===== src/rtl/id_ex_reg_pkg.sv =====
// ID/EX pipeline register shared types.
// Field widths, ALU op encodings and the bubble control word.
package id_ex_reg_pkg;

  localparam int XLEN         = 32;
  localparam int REG_IDX      = 5;
  localparam int ALU_OP_W     = 4;
  localparam int MEM_TO_REG_W = 2;

  typedef enum logic [ALU_OP_W-1:0] {
    ALU_ADD  = 4'd0,
    ALU_SUB  = 4'd1,
    ALU_SLL  = 4'd2,
    ALU_SLT  = 4'd3,
    ALU_SLTU = 4'd4,
    ALU_XOR  = 4'd5,
    ALU_SRL  = 4'd6,
    ALU_SRA  = 4'd7,
    ALU_OR   = 4'd8,
    ALU_AND  = 4'd9,
    ALU_LUI  = 4'd10,
    ALU_PASS = 4'd11
  } alu_op_e;

  typedef struct packed {
    logic [ALU_OP_W-1:0]     alu_op;
    logic                    alu_src;
    logic                    mem_read;
    logic                    mem_write;
    logic                    reg_write;
    logic [MEM_TO_REG_W-1:0] mem_to_reg;
    logic                    branch;
    logic                    jump;
  } ctrl_t;

  typedef struct packed {
    logic [XLEN-1:0]    pc;
    logic [XLEN-1:0]    imm;
    logic [REG_IDX-1:0] rs1;
    logic [REG_IDX-1:0] rs2;
    logic [REG_IDX-1:0] rd;
  } id_ex_t;

  localparam ctrl_t CTRL_BUBBLE = '0;

  function automatic logic wb_hit(
    input logic               we,
    input logic [REG_IDX-1:0] wrd,
    input logic [REG_IDX-1:0] rs
  );
    return we && (wrd != '0) && (wrd == rs);
  endfunction

endpackage


===== src/rtl/id_ex_reg_opnd_cap.sv =====
// One EX operand register with write-back bypass at load
// and write-back refresh while the held instruction stalls.
module opnd_cap
  import id_ex_reg_pkg::*;
(
  input  logic               clk,
  input  logic               rst_n,
  input  logic               flush,
  input  logic               stall,
  input  logic               id_valid,
  input  logic [REG_IDX-1:0] id_rs,
  input  logic [XLEN-1:0]    id_data,
  input  logic               ex_valid,
  input  logic [REG_IDX-1:0] ex_rs,
  input  logic               wb_reg_write,
  input  logic [REG_IDX-1:0] wb_rd,
  input  logic [XLEN-1:0]    wb_data,
  output logic [XLEN-1:0]    data
);

  logic ld_hit;
  logic st_hit;

  assign ld_hit = wb_hit(wb_reg_write, wb_rd, id_rs);
  assign st_hit = ex_valid && wb_hit(wb_reg_write, wb_rd, ex_rs);

  always_ff @(posedge clk) begin
    if (!rst_n) begin
      data <= '0;
    end else if (flush) begin
      data <= '0;
    end else if (stall) begin
      if (st_hit) data <= wb_data;
    end else if (!id_valid) begin
      data <= '0;
    end else begin
      data <= ld_hit ? wb_data : id_data;
    end
  end

endmodule


===== src/rtl/id_ex_reg.sv =====
// ID/EX pipeline register: load, stall-hold, flush-to-bubble,
// with operand capture delegated to two opnd_cap instances.
module id_ex_reg
  import id_ex_reg_pkg::*;
(
  input  logic                    clk,
  input  logic                    rst_n,
  input  logic                    stall,
  input  logic                    flush,
  input  logic                    id_valid,
  input  logic [XLEN-1:0]         id_pc,
  input  logic [XLEN-1:0]         id_rs1_data,
  input  logic [XLEN-1:0]         id_rs2_data,
  input  logic [XLEN-1:0]         id_imm,
  input  logic [REG_IDX-1:0]      id_rs1,
  input  logic [REG_IDX-1:0]      id_rs2,
  input  logic [REG_IDX-1:0]      id_rd,
  input  logic [ALU_OP_W-1:0]     id_alu_op,
  input  logic                    id_alu_src,
  input  logic                    id_mem_read,
  input  logic                    id_mem_write,
  input  logic                    id_reg_write,
  input  logic [MEM_TO_REG_W-1:0] id_mem_to_reg,
  input  logic                    id_branch,
  input  logic                    id_jump,
  input  logic                    wb_reg_write,
  input  logic [REG_IDX-1:0]      wb_rd,
  input  logic [XLEN-1:0]         wb_data,
  output logic                    ex_valid,
  output logic [XLEN-1:0]         ex_pc,
  output logic [XLEN-1:0]         ex_rs1_data,
  output logic [XLEN-1:0]         ex_rs2_data,
  output logic [XLEN-1:0]         ex_imm,
  output logic [REG_IDX-1:0]      ex_rs1,
  output logic [REG_IDX-1:0]      ex_rs2,
  output logic [REG_IDX-1:0]      ex_rd,
  output logic [ALU_OP_W-1:0]     ex_alu_op,
  output logic                    ex_alu_src,
  output logic                    ex_mem_read,
  output logic                    ex_mem_write,
  output logic                    ex_reg_write,
  output logic [MEM_TO_REG_W-1:0] ex_mem_to_reg,
  output logic                    ex_branch,
  output logic                    ex_jump
);

  logic   valid_q;
  ctrl_t  ctrl_q;
  ctrl_t  ctrl_d;
  id_ex_t pay_q;
  id_ex_t pay_d;

  assign ctrl_d = '{
    alu_op:     id_alu_op,
    alu_src:    id_alu_src,
    mem_read:   id_mem_read,
    mem_write:  id_mem_write,
    reg_write:  id_reg_write,
    mem_to_reg: id_mem_to_reg,
    branch:     id_branch,
    jump:       id_jump
  };

  assign pay_d = '{
    pc:  id_pc,
    imm: id_imm,
    rs1: id_rs1,
    rs2: id_rs2,
    rd:  id_rd
  };

  always_ff @(posedge clk) begin
    if (!rst_n) begin
      valid_q <= 1'b0;
      ctrl_q  <= CTRL_BUBBLE;
      pay_q   <= '0;
    end else if (flush || (!stall && !id_valid)) begin
      valid_q <= 1'b0;
      ctrl_q  <= CTRL_BUBBLE;
      pay_q   <= '0;
    end else if (!stall) begin
      valid_q <= 1'b1;
      ctrl_q  <= ctrl_d;
      pay_q   <= pay_d;
    end
  end

  opnd_cap u_rs1 (
    .clk          (clk),
    .rst_n        (rst_n),
    .flush        (flush),
    .stall        (stall),
    .id_valid     (id_valid),
    .id_rs        (id_rs1),
    .id_data      (id_rs1_data),
    .ex_valid     (valid_q),
    .ex_rs        (pay_q.rs1),
    .wb_reg_write (wb_reg_write),
    .wb_rd        (wb_rd),
    .wb_data      (wb_data),
    .data         (ex_rs1_data)
  );

  opnd_cap u_rs2 (
    .clk          (clk),
    .rst_n        (rst_n),
    .flush        (flush),
    .stall        (stall),
    .id_valid     (id_valid),
    .id_rs        (id_rs2),
    .id_data      (id_rs2_data),
    .ex_valid     (valid_q),
    .ex_rs        (pay_q.rs2),
    .wb_reg_write (wb_reg_write),
    .wb_rd        (wb_rd),
    .wb_data      (wb_data),
    .data         (ex_rs2_data)
  );

  assign ex_valid      = valid_q;
  assign ex_pc         = pay_q.pc;
  assign ex_imm        = pay_q.imm;
  assign ex_rs1        = pay_q.rs1;
  assign ex_rs2        = pay_q.rs2;
  assign ex_rd         = pay_q.rd;
  assign ex_alu_op     = ctrl_q.alu_op;
  assign ex_alu_src    = ctrl_q.alu_src;
  assign ex_mem_read   = ctrl_q.mem_read;
  assign ex_mem_write  = ctrl_q.mem_write;
  assign ex_reg_write  = ctrl_q.reg_write;
  assign ex_mem_to_reg = ctrl_q.mem_to_reg;
  assign ex_branch     = ctrl_q.branch;
  assign ex_jump       = ctrl_q.jump;

endmodule


===== config.mk =====
export PLATFORM = sky130hd
export DESIGN_NAME = id_ex_reg
export DESIGN_NICKNAME = d
export VERILOG_FILES = /design/src/rtl/id_ex_reg_pkg.sv /design/src/rtl/id_ex_reg_opnd_cap.sv /design/src/rtl/id_ex_reg.sv
export SDC_FILE = /design/constraint.sdc
export NUM_CORES = 1
export LEC_CHECK = 0
export CAP_MARGIN = 20
export CORE_AREA = 2 2 168 170
export CTS_CLUSTER_DIAMETER = 200
export DETAILED_ROUTE_END_ITERATION = 8
export DIE_AREA = 0 0 170 172
export DONT_BUFFER_PORTS = 1
export PLACE_DENSITY = 0.41
export SYNTH_ARGS = -nofsm -noshare
export SYNTH_HDL_FRONTEND = slang
export SYNTH_SLANG_ARGS = --single-unit

===== constraint.sdc =====
create_clock -name clk -period 2.44 [get_ports clk]
set_clock_uncertainty 0.1 [all_clocks]
set_input_delay 0.488 -clock clk [delete_from_list [all_inputs] [get_ports clk]]
set_output_delay 0.488 -clock clk [all_outputs]
set_load 0.05 [all_outputs]

### After elaboration in Yosys (flattened, before gate mapping)

Cells that the tools add are included.

| operators by class | value |
|---|---|
| equal/unequal tests | 6 |
| mux-type cells | 8 |
| bitwise gates (word level) | 1 |
| reduce and logical (&&, ||, !) cells | 14 |

Operators by type and width:

| kind | number |
|---|---|
| $mux W32 | 8 |
| $eq A5 B5 Y1 | 4 |
| $logic_and A1 B1 Y1 | 8 |
| $reduce_bool A5 Y1 | 1 |
| $ne A2 B1 Y1 const B | 2 |
| $reduce_or A2 Y1 | 2 |
| $logic_not A1 Y1 | 2 |
| $logic_or A1 B1 Y1 | 1 |
| $not A1 Y1 | 1 |

| storage, ports and cells | value |
|---|---|
| flip-flop bits (word level) | 156 |
| input bits | 198 |
| output and inout bits | 156 |

### Logic depth before layout (Yosys ltp)

| depth | value |
|---|---|
| word-level depth | 6 |
| mapped depth | 7 |
| mapped depth without buffers | 5 |

### By module

A second synthesis with hierarchy kept.

| second synthesis, totals | value |
|---|---|
| cell total of the unflattened synthesis | 956 |
| area, all modules | 7714.9 um2 |

By module, submodules not included:

| module | instances | cells an instance | area an instance (um2) |
|---|---|---|---|
| opnd_cap | 2 | 274 | 2035.7 |
| id_ex_reg | 1 | 408 | 3643.5 |

### Worst setup path after synthesis

OpenSTA, ideal clock, no wires.

| timing | value |
|---|---|
| kind | input-to-reg |
| start point | in wb_rd[4] |
| end point | reg u_rs1.data[10] |
| arrival time | 2010 ps |
| slack | 207 ps |
| stages | 7 |
| path buffers | 2 |
| cell sequence | buf_2 or4_4 o211ai_2 o41ai_1 buf_2 a221oi_1 nor2_1 |

| between the ends | value |
|---|---|
| longest elaborated chain between the ends | 6 |

RTL lines:

| what | line | text |
|---|---|---|
| from (decl) | id_ex_reg.sv:27 | `input logic [REG_IDX-1:0] wb_rd,` |
| $reduce_bool A5 Y1 | id_ex_reg_pkg.sv:51 | `return we && (wrd != '0) && (wrd == rs);` |
| $logic_and A1 B1 Y1 (2 in a row) | id_ex_reg_pkg.sv:51 |  |
| $mux W32 | id_ex_reg_opnd_cap.sv:37 | `data <= ld_hit ? wb_data : id_data;` |
| $mux W32 | id_ex_reg_opnd_cap.sv:34 | `end else if (!id_valid) begin` |
| $mux W32 | id_ex_reg_opnd_cap.sv:32 | `end else if (stall) begin` |
| to (signal assigned) | id_ex_reg_opnd_cap.sv:33 | `if (st_hit) data <= wb_data;` |
| to (signal assigned) | id_ex_reg_opnd_cap.sv:37 |  |
| to (decl) | id_ex_reg_opnd_cap.sv:18 | `output logic [XLEN-1:0] data` |

Parallel ways exist; a longest one is shown, timed or not.
A chain may end at the register's enable or synchronous reset.

### Worst setup path in the final report

| timing | value |
|---|---|
| start point | reg pay_q (netlist bit ex_rs1[3]) |
| end point | reg u_rs1.data[11] |

| between the ends | value |
|---|---|
| longest elaborated chain between the ends | 4 |

RTL lines:

| what | line | text |
|---|---|---|
| from (decl) | id_ex_reg.sv:50 | `id_ex_t pay_q;` |
| from (signal assigned) | id_ex_reg.sv:84 | `pay_q <= pay_d;` |
| $eq A5 B5 Y1 | id_ex_reg_pkg.sv:51 |  |
| $logic_and A1 B1 Y1 | id_ex_reg_pkg.sv:51 |  |
| $logic_and A1 B1 Y1 | id_ex_reg_opnd_cap.sv:25 | `assign st_hit = ex_valid && wb_hit(wb_reg_write, wb_rd, ex_rs);` |
| $ne A2 B1 Y1 (no line) | n/a |  |

No other way between the ends.

==> summary.md <==
| Metric | Value |
|---|---|
| Status | `complete, no violations` |
| Residual DRC | `0` |
| Number of port buffers | `0` |
| Initial Utilization | `24.6%` |
| Worst setup EP type | `register` |
| Initial antenna violation count | `0` |
| Fin worst setup slack | `about 0.56 ns` |
| Power density over cell area | `779 mW/mm^2` |
| Post-synth net total | `roughly 930` |
| Iter 0 DRT Violations | `267` |
| Gr usage total | `between 10% and 20%` |
| Avg Cell Area, Syn | `slightly above 9 um^2` |
| Nets | `around 920` |
| Max Clk Rate | `around 530 MHz` |
| Max_slew headroom | `61.1%` |
| Core area | `0.0275 mm^2` |
| Commonest cells post-synth | `156 x dfxtp_1, 123 x nor2_1, 99 x nand2_1, 91 x mux2i_1, 62 x o21ai_0` |
| Grt ovf | `0` |
| Layout area overhead | `16.0%` |
| Power share of the combinational group | `7.9%` |
| Share of cells above drive strength 1 | `14.6%` |
| Post-route setup TNS | `0 ns` |
| Die area | `between 0.02 and 0.03 mm^2` |
| Post-Layout Cell Count | `1079` |
| Largest net degree at the start of global routing | `131` |
| Final min period | `about 1.9 ns` |
| Clock share of power | `between 40% and 50%` |
| Total number of yosys warnings | `0` |
| Max incr delay on CP | `~0.45 ns` |
| Io pins | `around 350` |
| # H-tree levels | `4` |
| Max IR drop VDD | `roughly 400 uV` |
| Dominant synthesized flop cell | `dfxtp_1` |
| Hpwl dp | `15800 um` |
| Metal3 WL | `approximately 2400 um` |
| CTS tree | `built` |
| Pre-CTS setup slack | `0.107 ns` |
| Metal2 WL | `10900 um` |
| Clock transition at path regs | `around 0.07 ns` |
| Startpoint types | `register` |
| Final Wtd Congestion | `0.724` |
| Yosys reg bits | `156` |
| Sink Count | `roughly 160` |
| Switch Pwr | `1.82 mW` |
| Drt pass-1 iters | `4` |
| Gate Count Post-Synth | `between 700 and 800` |
| Worst Hold Class | `primary input to register` |
| Post-route core utilization | `around 29%` |
| Uppermost layer routed | `met4` |
| Synth cell types | `27` |
| DR vias | `roughly 5200` |
| Die width | `170 um` |
| DP Cell Count | `between 1000 and 1500` |
| Lkg Pwr | `roughly 3.1 nW` |
| Max Slew Vio Count | `0` |
| Synth area leaders | `dfxtp_1 46%, mux2i_1 13%, nor2_1 6.8%, mux2_4 6.4%, nand2_1 5.5%` |
| Setup Crit Path Kind | `register to register` |
| Ys async rst share | `0%` |
| Yosys top cell by area | `dfxtp_1` |
| Worst-Margin Slew | `approximately 0.58 ns` |
| Crit-path cells | `xnor2_1, nand2_1, o41a_1, buf_12, a221oi_1, buf_4, nor2_1` |
| CP top delay family | `compound AO/OA/AOI/OAI gates` |
| Drt wl/cell | `approximately 21 um` |
| Seq pwr share | `48.6%` |
| Internal Power | `roughly 4.3 mW` |
| Die height | `172 um` |
| RSZ-0062 raised after global routing | `false` |
| Max-cap violations | `0` |
| CP max stage cell | `o41a_1` |
| Sequential share of the synthesized area | `between 40% and 50%` |
| Number of CTS-inserted buffers | `17` |
| Number of flops mapped to enable cells by yosys | `0` |
| Design Power | `between 6 and 7 mW` |
| Drt via density | `a little under 5` |
| Critical Path RT | `around 2.7 ns` |
| First-pass GRT wire length | `between 30000 and 40000 um` |
| Post-route ant nets | `0` |
| Buf/Inv on CP | `2` |
| Clk_lat worst skew | `0.43 ns` |
| Number of global-route vias before repair | `5167` |
| Crit path DAT | `2.10 ns` |
| Post-CTS sizing | `0` |
| CTS Hold Bufs | `0` |
| Finish-stage setup viols | `0` |
| Final hold vios | `0` |
| M1 WL | `between 8000 and 9000 um` |
| Top-count cell post-synth | `dfxtp_1` |
| Period utilisation layout | `77.2%` |
| Cell Area, Synth | `a little under 0.007 mm^2` |
| Max FO, Critical Path | `20` |
| Max Buffers Root-to-Sink | `2` |
| Root Driver | `clkbuf_16` |
| Number of cell rows | `61` |
| DRT Wirelength | `22300 um` |
| Number of diodes | `0` |
| Top cell type's share of synthesized area | `~46%` |
| Switching share of power | `~30%` |
| Postcts setup bufs | `0` |
## area by class of cell
type                            instances  area [um^2]
Clock buffer                           17          425
Sequential cell                       156         3120
Fill cell                            2908        19600
Inverter                                2         7.51
Multi-Input combinational cell        510         3390
Clock inverter                         15          150
Timing Repair Buffer                   33          323
Tap cell                              346          433
## cell usage in the layout (no fill, tap or decap), types with 2 or more instances in the layout
cell	synthesis	layout
inv_1	2	2
a31oi_1	32	32
mux2i_1	91	91
a221oi_1	32	32
o41ai_2	0	2
mux2_2	2	2
o21ai_0	62	61
o41a_1	2	2
inv_6	0	7
buf_4	0	27
dfxtp_1	156	156
nor2_1	123	123
buf_12	0	6
clkinvlp_4	0	3
clkbuf_16	0	17
nand2_1	99	99
xnor2_1	15	15
o211ai_2	3	3
xor2_1	5	5
mux2_4	29	29
nand3_1	2	2
o21ai_1	3	3
inv_8	0	2
## worst paths after layout
path / startpoint / slack (ns) / to / depth (start not counted)
setup reg to reg: ex_rs1[3] / 0.56 / u_rs1.data[11] / 7
setup / recovery: ex_rs1[3] / 0.56 / u_rs1.data[11] / 7
hold / removal: id_pc[12] / 0.10 / ex_pc[12] / 2
hold reg to reg: ex_valid / 0.59 / ex_valid / 3
## power groups by stage
stage | registers (mW) | logic (mW) | clock network [mW]
after floorplan | 3.03 | 0.412 | 0
after global placement | 3.04 | 0.484 | 0
after detailed placement | 3.04 | 0.491 | 0
after CTS | 2.98 | 0.492 | 2.76
after global routing | 2.99 | 0.537 | 2.88
final | 2.98 | 0.484 | 2.66
## metrics by stage
stage / hold slack (ns) / instance area (um^2)
after floorplan: 0.532 / 6770
after global placement: 0.533 / 7280
after detailed placement: 0.542 / 7280
after CTS: 0.0713 / 7850
after global routing: 0.0847 / 7850
final: 0.102 / 7850
## layer usage
layer  global-route usage [%]  vias to the layer above
met2                     25.4                      258
li1                         -                     2513
met4                     4.57                        0
met1                     16.4                     2432
met5                        0                        -
met3                     5.68                       15
## worst register-to-register path: stages (launching register included)
cell and delay, ns:
dfxtp_1 0.38, xnor2_1 0.13, nand2_1 0.11, o41a_1 0.45, buf_12 0.19, a221oi_1 0.23, buf_4 0.15, nor2_1 0.03
## cells by family (layout without fill, tap and decap cells)
| kind of cell | count (synthesis) | in the layout | share of synthesized area [%] |
|---|---|---|---|
| xor+xnor | 20 | 20 | 2.59 |
| simple gates | 229 | 229 | 13.0 |
| flops | 156 | 156 | 46.1 |
| mux | 123 | 123 | 20.4 |
| compound gates | 138 | 138 | 13.5 |
| buf+inv | 67 | 67 | 4.36 |
Power figures use the tool's default switching activity.
